$ cat config.mk
export PLATFORM = sky130hd
export DESIGN_NAME = dmem_arbiter
export DESIGN_NICKNAME = d
export VERILOG_FILES = /design/src/rtl/dmem_arbiter.sv
export SDC_FILE = /design/constraint.sdc
export NUM_CORES = 1
export LEC_CHECK = 0
export BUFFER_PORTS_ARGS = -buffer_cell sky130_fd_sc_hd__buf_2
export CORE_MARGIN = 3
export CORE_UTILIZATION = 50
export CTS_BUF_LIST = sky130_fd_sc_hd__clkbuf_8
export DETAILED_ROUTE_END_ITERATION = 10
export GPL_TIMING_DRIVEN = 0
export PLACE_DENSITY = 0.9
export SLEW_MARGIN = 25
export SYNTH_ARGS = -nofsm -noshare
export SYNTH_HDL_FRONTEND = slang
export SYNTH_SLANG_ARGS = --single-unit
$ cat constraint.sdc
create_clock -name clk -period 5.95 [get_ports clk]
set_input_delay 0.8925 -clock clk [delete_from_list [all_inputs] [get_ports clk]]
set_output_delay 0.8925 -clock clk [all_outputs]
set_load 0.03 [all_outputs]
$ cat src/rtl/dmem_arbiter.sv
// dmem_arbiter: shares one single-port synchronous data memory between the
// core load/store port (0) and the loader/debug port (1). Each access runs
// grant -> one memory command cycle -> optional read-wait, then back to IDLE.
module dmem_arbiter #(
  parameter int unsigned RD_LAT     = 1,
  parameter bit          FIXED_PRIO = 1'b0
) (
  input  logic        clk,
  input  logic        rst,
  input  logic        req0,
  input  logic        we0,
  input  logic [6:0]  addr0,
  input  logic [31:0] wdata0,
  output logic        gnt0,
  output logic        rvalid0,
  output logic [31:0] rdata0,
  input  logic        req1,
  input  logic        we1,
  input  logic [6:0]  addr1,
  input  logic [31:0] wdata1,
  output logic        gnt1,
  output logic        rvalid1,
  output logic [31:0] rdata1,
  output logic        CEN,
  output logic        WEN,
  output logic        OEN,
  output logic [6:0]  A,
  output logic [31:0] Data2Mem,
  input  logic [31:0] ReadDataMem,
  output logic        busy
);

  localparam logic [1:0] S_IDLE   = 2'd0;
  localparam logic [1:0] S_ACCESS = 2'd1;
  localparam logic [1:0] S_WAIT   = 2'd2;

  localparam logic [2:0] LAT = 3'(RD_LAT);

  logic [1:0]  r_state;
  logic        r_last;
  logic        r_we;
  logic        r_port;
  logic [6:0]  r_addr;
  logic [31:0] r_wdata;
  logic [2:0]  r_cnt;
  logic        r_rvalid0;
  logic        r_rvalid1;
  logic [31:0] r_rdata0;
  logic [31:0] r_rdata1;

  logic w_idle;
  logic w_gnt0;
  logic w_gnt1;
  logic w_access;

  // Grant decision: only in IDLE; on a tie port 0 wins under fixed priority,
  // otherwise the port that was not granted last time wins.
  always_comb begin
    w_idle   = (r_state == S_IDLE);
    w_access = (r_state == S_ACCESS);
    w_gnt0   = w_idle && req0 && (!req1 || FIXED_PRIO || r_last);
    w_gnt1   = w_idle && req1 && !w_gnt0;
  end

  // Command register and round-robin pointer, loaded in the grant cycle.
  always_ff @(posedge clk or posedge rst) begin
    if (rst) begin
      r_last  <= 1'b1;
      r_we    <= 1'b0;
      r_port  <= 1'b0;
      r_addr  <= '0;
      r_wdata <= '0;
    end else if (w_gnt0 || w_gnt1) begin
      r_last  <= w_gnt1;
      r_port  <= w_gnt1;
      r_we    <= w_gnt1 ? we1    : we0;
      r_addr  <= w_gnt1 ? addr1  : addr0;
      r_wdata <= w_gnt1 ? wdata1 : wdata0;
    end
  end

  // Access sequencer: IDLE -> ACCESS -> (write: IDLE | read: WAIT) -> IDLE.
  always_ff @(posedge clk or posedge rst) begin
    if (rst) begin
      r_state <= S_IDLE;
      r_cnt   <= '0;
    end else begin
      case (r_state)
        S_IDLE: begin
          if (w_gnt0 || w_gnt1) r_state <= S_ACCESS;
        end
        S_ACCESS: begin
          if (r_we) begin
            r_state <= S_IDLE;
          end else begin
            r_state <= S_WAIT;
            r_cnt   <= LAT;
          end
        end
        S_WAIT: begin
          r_cnt <= r_cnt - 3'd1;
          if (r_cnt == 3'd1) r_state <= S_IDLE;
        end
        default: r_state <= S_IDLE;
      endcase
    end
  end

  // Read return: capture memory data on the last WAIT cycle and pulse the
  // owner's rvalid in the following (IDLE) cycle; the other port holds rdata.
  always_ff @(posedge clk or posedge rst) begin
    if (rst) begin
      r_rvalid0 <= 1'b0;
      r_rvalid1 <= 1'b0;
      r_rdata0  <= '0;
      r_rdata1  <= '0;
    end else begin
      r_rvalid0 <= 1'b0;
      r_rvalid1 <= 1'b0;
      if (r_state == S_WAIT && r_cnt == 3'd1) begin
        if (r_port) begin
          r_rdata1  <= ReadDataMem;
          r_rvalid1 <= 1'b1;
        end else begin
          r_rdata0  <= ReadDataMem;
          r_rvalid0 <= 1'b1;
        end
      end
    end
  end

  // Memory pins are decoded from registered state only, so reset idles them
  // immediately; the strobes are active solely in the ACCESS cycle.
  always_comb begin
    CEN      = !w_access;
    WEN      = !(w_access && r_we);
    OEN      = !(w_access && !r_we);
    A        = r_addr;
    Data2Mem = r_wdata;
    busy     = !w_idle;
    gnt0     = w_gnt0;
    gnt1     = w_gnt1;
    rvalid0  = r_rvalid0;
    rvalid1  = r_rvalid1;
    rdata0   = r_rdata0;
    rdata1   = r_rdata1;
  end

endmodule

==> results of run 1 <==
==> report_power, final <==
group	internal [mW]	total [mW]	switching [mW]
registers	1.16	1.38	0.223
logic	0.799	2.23	1.43
clock network	0.441	0.745	0.304
total	2.40	4.35	1.96
==> logic make-up after synthesis <==
kind of cell | share of synthesized area
multiplexers | 0.154
XOR/XNOR | 0.00162
AO/OA/AOI/OAI | 0.188
adder cells (fa/ha/maj) | 0.00464
flip-flops | 0.524
buffers and inverters | 0.0593
AND/OR/NAND/NOR | 0.0682
==> cell usage after synthesis, drive strengths merged <==
cell type  count
dfrtp        112
o21ai         81
mux2          64
a21o          41
nand2b        41
o22ai         40
clkbuf        27
buf           19
inv            8
a21oi          4
nor2b          3
or2            3
ha             2
nor2           2
or2b           2
a221oi         1
a2bb2oi        1
a311oi         1
and3           1
dfstp          1
nand2          1
nand3          1
nand3b         1
or3b           1
xnor2          1
==> per-layer routing <==
| metal | vias to the layer above | global-route usage |
|---|---|---|
| met5 | - | 0 |
| met4 | 0 | 0.0828 |
| met3 | 17 | 0.0875 |
| met2 | 223 | 0.438 |
| met1 | 2127 | 0.265 |
| li1 | 2126 | - |
==> final timing paths <==
kind	cells after the start	start	end
max in group asynchronous	3	rst	rdata0[20]
setup / recovery	6	req0	gnt0
min in group clk	1	rdata1[26]	rdata1[26]
setup reg to reg	7	r_cnt[1]	rdata0[22]
hold / removal	2	rst	Data2Mem[6]
hold reg to reg	1	rdata1[26]	rdata1[26]
==> flip-flops by register name, summed over array words and instances (netlist names) <==
signal    flops
r_last        1
Data2Mem     32
A             7
r_cnt         3
rdata1       32
rvalid1       1
rdata0       32
r_we          1
rvalid0       1
r_port        1
r_state       2
==> final cells by class <==
cell class | count | area [um^2]
fillers | 774 | 3270
flip-flops and latches | 113 | 2830
multi-input cells | 292 | 2250
repair buffers | 227 | 1160
plain buffers | 46 | 290
clock buffers | 20 | 275
well taps | 136 | 170
clock inverters | 11 | 138
inverters | 8 | 35.0
==> summary.txt, run 1 <==
Power and ir drop
  – Tot Pwr: 4.35 mW
  – Worst VDD drop: 0.356 mV
  – PD cells: 609 nW/um^2
  – Leakage: 3.56 nW

Drt
  – # DRC: 0
  – Routed WL: between 10,000 and 15,000 um
  – Routed Antenna Nets: 0
  – Top routing layer in use: met4
  – Vias per cell: 5.27
  – Avg WL per Cell: 17.5 um
  – Initial DRC count: 216
  – TritonRoute pass-1 iters: 6
  – Wire length on met2: 7590 um
  – DR WL met3: 1440 um
  – Via count: 4,493
  – Met1 WL: 5670 um

Timing
  – Final setup viols: 0
  – Setup TNS Final: 0 ps
  – Final Skew: 10.9 ps
  – Final hold violations: 0
  – Final WS setup: 2800 ps
  – Slew margin rel.: 0.660
  – Hold_ws: 492 ps
  – Slew @ Worst Pin: 510 ps
  – RSZ-0062 raised after global routing: false
  – Slew Viols, Final: 0
  – Period utilization: 0.530
  – F_max: 317 MHz
  – Crit path time final: roughly 3200 ps

CTS
  – Number of H-tree levels: 4
  – Post-cts resize count: 0
  – CTS tree: yes
  – TritonCTS Buffers: 17
  – Root buffer cell: clkbuf_8
  – Clock Tree Buf Depth: 2
  – Reg clk slew, reported paths: ~70 ps
  – # Post-CTS Setup Buffers: 0
  – Cts hold-fix bufs: 0
  – Clk sinks: 113
  – Later-pin clock latency in the skew report: 430 ps

Die
  – Die footprint: 12,100 um^2
  – I/O pin cnt: 227
  – Die W: 110 um
  – Core area: approximately 10,000 um^2
  – Die H: roughly 110 um
  – Cell Rows: 37
  – Initial core utilization: 0.518

Yosys
  – Yosys warns: 0
  – Register area share after synthesis: 0.524
  – Syn nets: 577
  – Post-synthesis register bit count: 113
  – Count of different cell masters after synthesis: 34
  – Yosys top cell by area: dfrtp_1
  – Netlist Area Pre-Place: 5400 um^2
  – Post-Synthesis Cells: 459
  – Top cells by area, synth: dfrtp_1, mux2_4, mux2_2, a21o_1, nand2b_1
  – Syn_area_per_cell: ~12 um^2
  – Share of the synthesized area in the top cell type: 0.519

Global routing
  – First-pass GRT wire length: 22,500 um
  – Antenna violations before repair: 0
  – Grt ovf: 0
  – Total GRT Usage: 0.244
  – Vias in the first global route: 4,586
  – Largest net degree at the start of global routing: 65

Critical path
  – Reg2reg setup slack: 4080 ps
  – Critical path required time: between 5000 and 6000 ps
  – CP cell instances: buf_2, clkbuf_1, clkbuf_1, nand2b_1, nor2_1, buf_2
  – Crit path max-delay family: buffers and inverters
  – Worst Path Buf+Inv: 4
  – Slowest stage cell, crit path: clkbuf_1
  – Peak fanout along the critical path: 10
  – Worst setup SP type: input port
  – Critical Path End Type: primary output
  – Critical Path AT: 2260 ps
  – Worst stage delay on the critical path: about 380 ps
  – Crit Path Class: in -> out

Cells and area
  – Antenna Cells: 0
  – Commonest cells after routing, fill and taps aside: buf_2, dfrtp_1, o21ai_0
  – Fin util: 0.686
  – Layout cell share with drive strength beyond 1: 0.477
  – Post-Layout Cell Count: 853
  – Commonest non-fill, non-tap cell in the layout: buf_2
  – NumNets Final: 823
  – Post-route cell area: 7140 um^2
  – Layout area overhead: 32.4%

Placed design
  – Dpl ws: 2780 ps
  – Port buffer count: 226
  – Placed cell count: 822
  – HPWL Detailed: 11,200 um
  – GP Congestion: just over 0.9
  – Post-Place Cell Area: between 6000 and 7000 um^2

Min path
  – HP Class: in -> async

Flow run
  – Max_cap viols: 0

Outcome
  – Status: finished clean
(Power assumes the default switching activity.)
==> run 2, diff against run 1 <==
Settings changed: CORE_UTILIZATION 50 to 45, PLACE_DENSITY 0.9 to 0.86.
Clock period 5.95 ns to 2.8 ns, I/O delays scaled along.
==> run 2 against run 1 <==
Effect of this change: cell count is 1.2% higher; combinational power is 110% higher; highest routed layer unchanged; first-iteration DRC count is 70% higher; via count is 2.5% higher; clock-buffer cell count is 2 lower; register-to-register slack worse by 3200 ps; total power is 110% higher; sequential share of layout area is 0.076 points lower; non-clock buffer count is 2 higher; sequential power is 110% higher; utilization is 6.7 points lower; cell area is 0.19% higher.
==> summary.txt, run 2 (synthesis gave the netlist of run 1 again) <==
Placed design
  – Post-Place Cell Area: 6780 um^2 (+0.71%)
  – Placed cell count: 831 (+1.1%)
  – GP Congestion: 0.868 (-4.4%)
  – HPWL Detailed: 11,600 um (+3.7%)
  – Port buffer count: 226 (unchanged)
  – Dpl ws: 654 ps (-2130 ps)

Cells and area
  – NumNets Final: 825 (+0.24%)
  – Post-route cell area: 7160 um^2 (+0.19%)
  – Fin util: 0.619 (-0.0669)
  – Post-Layout Cell Count: 863 (+1.2%)
  – Commonest non-fill, non-tap cell in the layout: buf_2
  – Layout area overhead: 32.6%
  – Layout cell share with drive strength beyond 1: 0.481 (+0.00357)
  – Commonest cells after routing, fill and taps aside: buf_2, dfrtp_1, o21ai_0
  – Antenna Cells: 0 (unchanged)

Timing
  – Slew Viols, Final: 0 (unchanged)
  – Final hold violations: 0 (unchanged)
  – Setup TNS Final: 0 ps (unchanged)
  – Slew margin rel.: 0.515 (-0.145)
  – F_max: about 410 MHz
  – Final setup viols: 0 (unchanged)
  – Crit path time final: 2420 ps
  – Final Skew: 13.7 ps (+2.84 ps)
  – RSZ-0062 raised after global routing: false
  – Slew @ Worst Pin: 727 ps (+216 ps)
  – Hold_ws: 93.2 ps (-399 ps)
  – Final WS setup: 383 ps (-2410 ps)
  – Period utilization: 0.863

Outcome
  – Status: finished clean

Die
  – Core area: 11,600 um^2 (+11%)
  – Die H: 116 um (+5.1%)
  – Cell Rows: 39 (+5.4%)
  – Die footprint: 13,300 um^2 (+10%)
  – Initial core utilization: 0.467 (-0.0515)
  – Die W: 116 um (+5.1%)
  – I/O pin cnt: 227 (unchanged)

Flow run
  – Max_cap viols: 0 (unchanged)

Critical path
  – Critical Path End Type: primary output
  – Peak fanout along the critical path: 7 (-3)
  – Critical Path AT: 2000 ps (-260 ps)
  – Critical path required time: 2380 ps (-2680 ps)
  – Worst setup SP type: register
  – Crit Path Class: reg -> out

Global routing
  – Largest net degree at the start of global routing: 33 (-49%)
  – First-pass GRT wire length: 24,100 um (+6.7%)
  – Total GRT Usage: 0.231 (-0.0135)
  – Grt ovf: 0 (unchanged)
  – Vias in the first global route: 4,883 (+6.5%)
  – Antenna violations before repair: 0 (unchanged)

Drt
  – Routed WL: 15,000 um (+0.76%)
  – Vias per cell: 5.33 (+1.3%)
  – Routed Antenna Nets: 0 (unchanged)
  – # DRC: 0 (unchanged)
  – Via count: 4,604 (+2.5%)
  – TritonRoute pass-1 iters: 5 (-1)
  – Initial DRC count: 367 (+70%)
  – Avg WL per Cell: 17.4 um (-0.41%)

CTS
  – Clk sinks: 113 (unchanged)
  – Post-cts resize count: 0 (unchanged)
  – Clock Tree Buf Depth: 2 (unchanged)
  – CTS tree: yes
  – Reg clk slew, reported paths: 80 ps (about the same)
  – Later-pin clock latency in the skew report: 430 ps (about the same)
  – Cts hold-fix bufs: 0 (unchanged)
  – TritonCTS Buffers: 17 (unchanged)
  – # Post-CTS Setup Buffers: 0 (unchanged)
  – Root buffer cell: clkbuf_8
  – Number of H-tree levels: 4 (unchanged)

Min path
  – HP Class: in -> async

Power and ir drop
  – Leakage: 3.55 nW (-0.41%)
  – Tot Pwr: 9.13 mW (+110%)
  – PD cells: 1280 nW/um^2 (+110%)
  – Worst VDD drop: 0.624 mV (+76%)
[run 2: cell type report]
type	instances	area [um^2]
Fill cell	926	4410
Sequential cell	113	2830
Multi-Input combinational cell	292	2250
Timing Repair Buffer	229	1200
Buffer	46	290
Clock buffer	18	248
Tap cell	143	179
Clock inverter	14	131
Inverter	8	33.8
[run 2: final timing paths]
kind                       cells after the start      endpoint  slack [ps]             from
max                                            6          gnt0         380           r_last
min                                            2  Data2Mem[15]          90              rst
max reg2reg                                    7     rdata0[4]         910         r_cnt[1]
min reg2reg                                    1    rdata1[26]         500       rdata1[26]
max in group asynchronous                      4    rdata0[24]        1920              rst
min in group clk                               2    rdata1[29]         230  ReadDataMem[29]
[run 2: worst max-delay path, stage by stage (launching register included)]
cell      delay, ps
dfstp_2         510
clkbuf_1        260
nor2b_1          80
clkbuf_1        180
nand2b_1        210
nor2_1          110
buf_2           220
[run 2: report_power, final]
part	switching [mW]	total [mW]	internal [mW]
logic	3.05	4.75	1.71
clock network	0.732	1.47	0.734
registers	0.455	2.91	2.45
[run 2: layer usage]
metal / track usage / vias up / routed length (um)
met2: 0.399 / 242 / 7410
met3: 0.0830 / 25 / 1540
met4: 0.0947 / 0 / 269
li1: - / 2141 / -
met1: 0.258 / 2196 / 5780
met5: 0 / - / 0
==> run 3, diff against run 2 <==
Settings changed: REMOVE_ABC_BUFFERS set to 1.
==> run 3 against run 2 <==
Effect of this change: cell count down 5.1%; total power down 0.38%; die area unchanged; sequential power up 3%; largest power group unchanged; highest routed layer unchanged.
==> summary.txt, run 3 (synthesis gave the netlist of run 1 again) <==
Min path
  – HP Class: in -> reg
  – WHS Path Cells: 2

Placed design
  – Placed cell count: 786 (-5.4%)
  – HPWL Detailed: 9870 um (-15%)
  – Port buffer count: 226 (unchanged)
  – GP Congestion: 0.750 (-14%)

CTS
  – Root buffer cell: clkbuf_8
  – # Post-CTS Setup Buffers: 0 (unchanged)
  – TritonCTS Buffers: 17 (unchanged)
  – Reg clk slew, reported paths: 70 ps (about the same)
  – Number of H-tree levels: 4 (unchanged)
  – CTS tree: yes
  – Clock Tree Buf Depth: 2 (unchanged)
  – Clk sinks: 113 (unchanged)
  – Later-pin clock latency in the skew report: 410 ps (-20 ps)

Global routing
  – Vias in the first global route: 4,439 (-9.1%)
  – Grt ovf: 0 (unchanged)
  – Largest net degree at the start of global routing: 84 (+150%)
  – First-pass GRT wire length: 22,100 um (-8.0%)
  – Total GRT Usage: 0.209 (-0.0211)
  – Antenna violations before repair: 0 (unchanged)

Critical path
  – Worst setup SP type: register
  – R2R depth: 5 (-2)
  – Critical path required time: 2380 ps (about the same)
  – Peak fanout along the critical path: 43 (+36)
  – Crit Path Class: reg -> out
  – Critical Path AT: 2080 ps (+80 ps)
  – Critical Path End Type: primary output

Timing
  – Setup TNS Final: 0 ps (unchanged)
  – Final setup viols: 0 (unchanged)
  – F_max: 399 MHz (-3.5%)
  – Final Skew: 11.3 ps (-2.37 ps)
  – RSZ-0062 raised after global routing: false
  – Crit path time final: 2500 ps (+86.6 ps)
  – Final hold violations: 0 (unchanged)
  – Slew @ Worst Pin: 816 ps (+89.7 ps)
  – Period utilization: 0.894 (+0.0309)
  – Slew margin rel.: 0.456 (-0.0588)
  – Slew Viols, Final: 0 (unchanged)

Power and ir drop
  – Clk network pwr share: 0.175 (+0.014)
  – Worst VDD drop: 0.628 mV (+0.58%)
  – Tot Pwr: 9.09 mW (-0.38%)
  – PD cells: 1310 nW/um^2 (+2.4%)
  – Sw Pwr: 4.14 mW (-2.3%)
  – Seq pwr share: 0.329 (+0.010)
  – Internal Power: 4.96 mW (+1.3%)
  – Gate power share: 0.496 (-0.025)
  – Leakage: 3.48 nW (-2.0%)
  – Net Sw Frac: 0.455 (-0.00899)

Outcome
  – Status: finished clean

Cells and area
  – Commonest non-fill, non-tap cell in the layout: buf_2
  – Post-Layout Cell Count: 819 (-5.1%)
  – Layout cell share with drive strength beyond 1: 0.493 (+0.0120)
  – Antenna Cells: 0 (unchanged)
  – Layout area overhead: 29.0%
  – Commonest cells after routing, fill and taps aside: buf_2, dfrtp_1, o21ai_0
  – NumNets Final: 781 (-5.3%)

Die
  – Die W: 116 um (unchanged)
  – I/O pin cnt: 227 (unchanged)
  – Cell Rows: 39 (unchanged)
  – Die footprint: 13,300 um^2 (unchanged)
  – Die H: 116 um (unchanged)
  – Core area: 11,600 um^2 (unchanged)
  – Initial core utilization: 0.467 (unchanged)

Drt
  – Avg WL per Cell: 17.3 um (-0.28%)
  – Via count: 4,406 (-4.3%)
  – Routed Antenna Nets: 0 (unchanged)
  – Vias per cell: 5.38 (+0.84%)
  – # DRC: 0 (unchanged)
  – Routed WL: 14,200 um (-5.4%)
  – TritonRoute pass-1 iters: 4 (-1)
  – Initial DRC count: 322 (-12%)

Flow run
  – Max_cap viols: 0 (unchanged)
## run 3: what timing repair did
action,in CTS,in global routing
hold endpoints to repair,32,0
setup endpoints to repair,0,2
hold buffers,1,0
resized for setup,0,2
## run 3: power groups by stage
stage | Sequential (mW) | Clock [mW] | Combinational (mW)
final | 3.00 | 1.59 | 4.51
after global placement | 2.94 | 0 | 4.35
after CTS | 2.99 | 1.62 | 4.53
after floorplan | 4.44 | 0 | 1.57
after detailed placement | 3.00 | 0 | 4.52
after global routing | 3.10 | 1.69 | 4.83
## run 3: worst paths after layout
path | endpoint | start | slack, ps
setup reg to reg | rdata0[29] | r_cnt[1] | 660
min in group asynchronous | Data2Mem[4] | rst | 580
hold reg to reg | rdata1[26] | rdata1[26] | 500
max in group asynchronous | rdata0[22] | rst | 1550
hold / removal | rdata1[29] | ReadDataMem[29] | 230
setup / recovery | gnt0 | r_last | 300
## run 3: routing by layer
metal	wire (um)	track usage
met1	5700	0.254
met2	6770	0.344
met3	1530	0.0794
met4	189	0.0712
met5	0	0
## run 3: through the flow
step,hold WS (ps),setup WS (ps),cell area [um^2],utilization
floorplan,482,-606,5110,-
global placement,471,-1790,6420,0.555
detailed placement,456,460,6540,0.565
CTS,198,25.1,6960,0.601
global route,214,203,6960,0.602
finish,231,296,6960,0.602
## run 3: area by class of cell
type,instances,area [um^2]
Clock buffer,18,248
Clock inverter,14,163
Fill cell,964,4600
Inverter,8,35.0
Multi-Input combinational cell,292,2270
Sequential cell,113,2830
Tap cell,143,179
Timing Repair Buffer,231,1240
## run 3: critical path: stages, from the launching register on
cell and delay, ps:
dfstp_4 900, nor2b_4 180, nand2b_1 200, nor2_1 140, buf_2 220
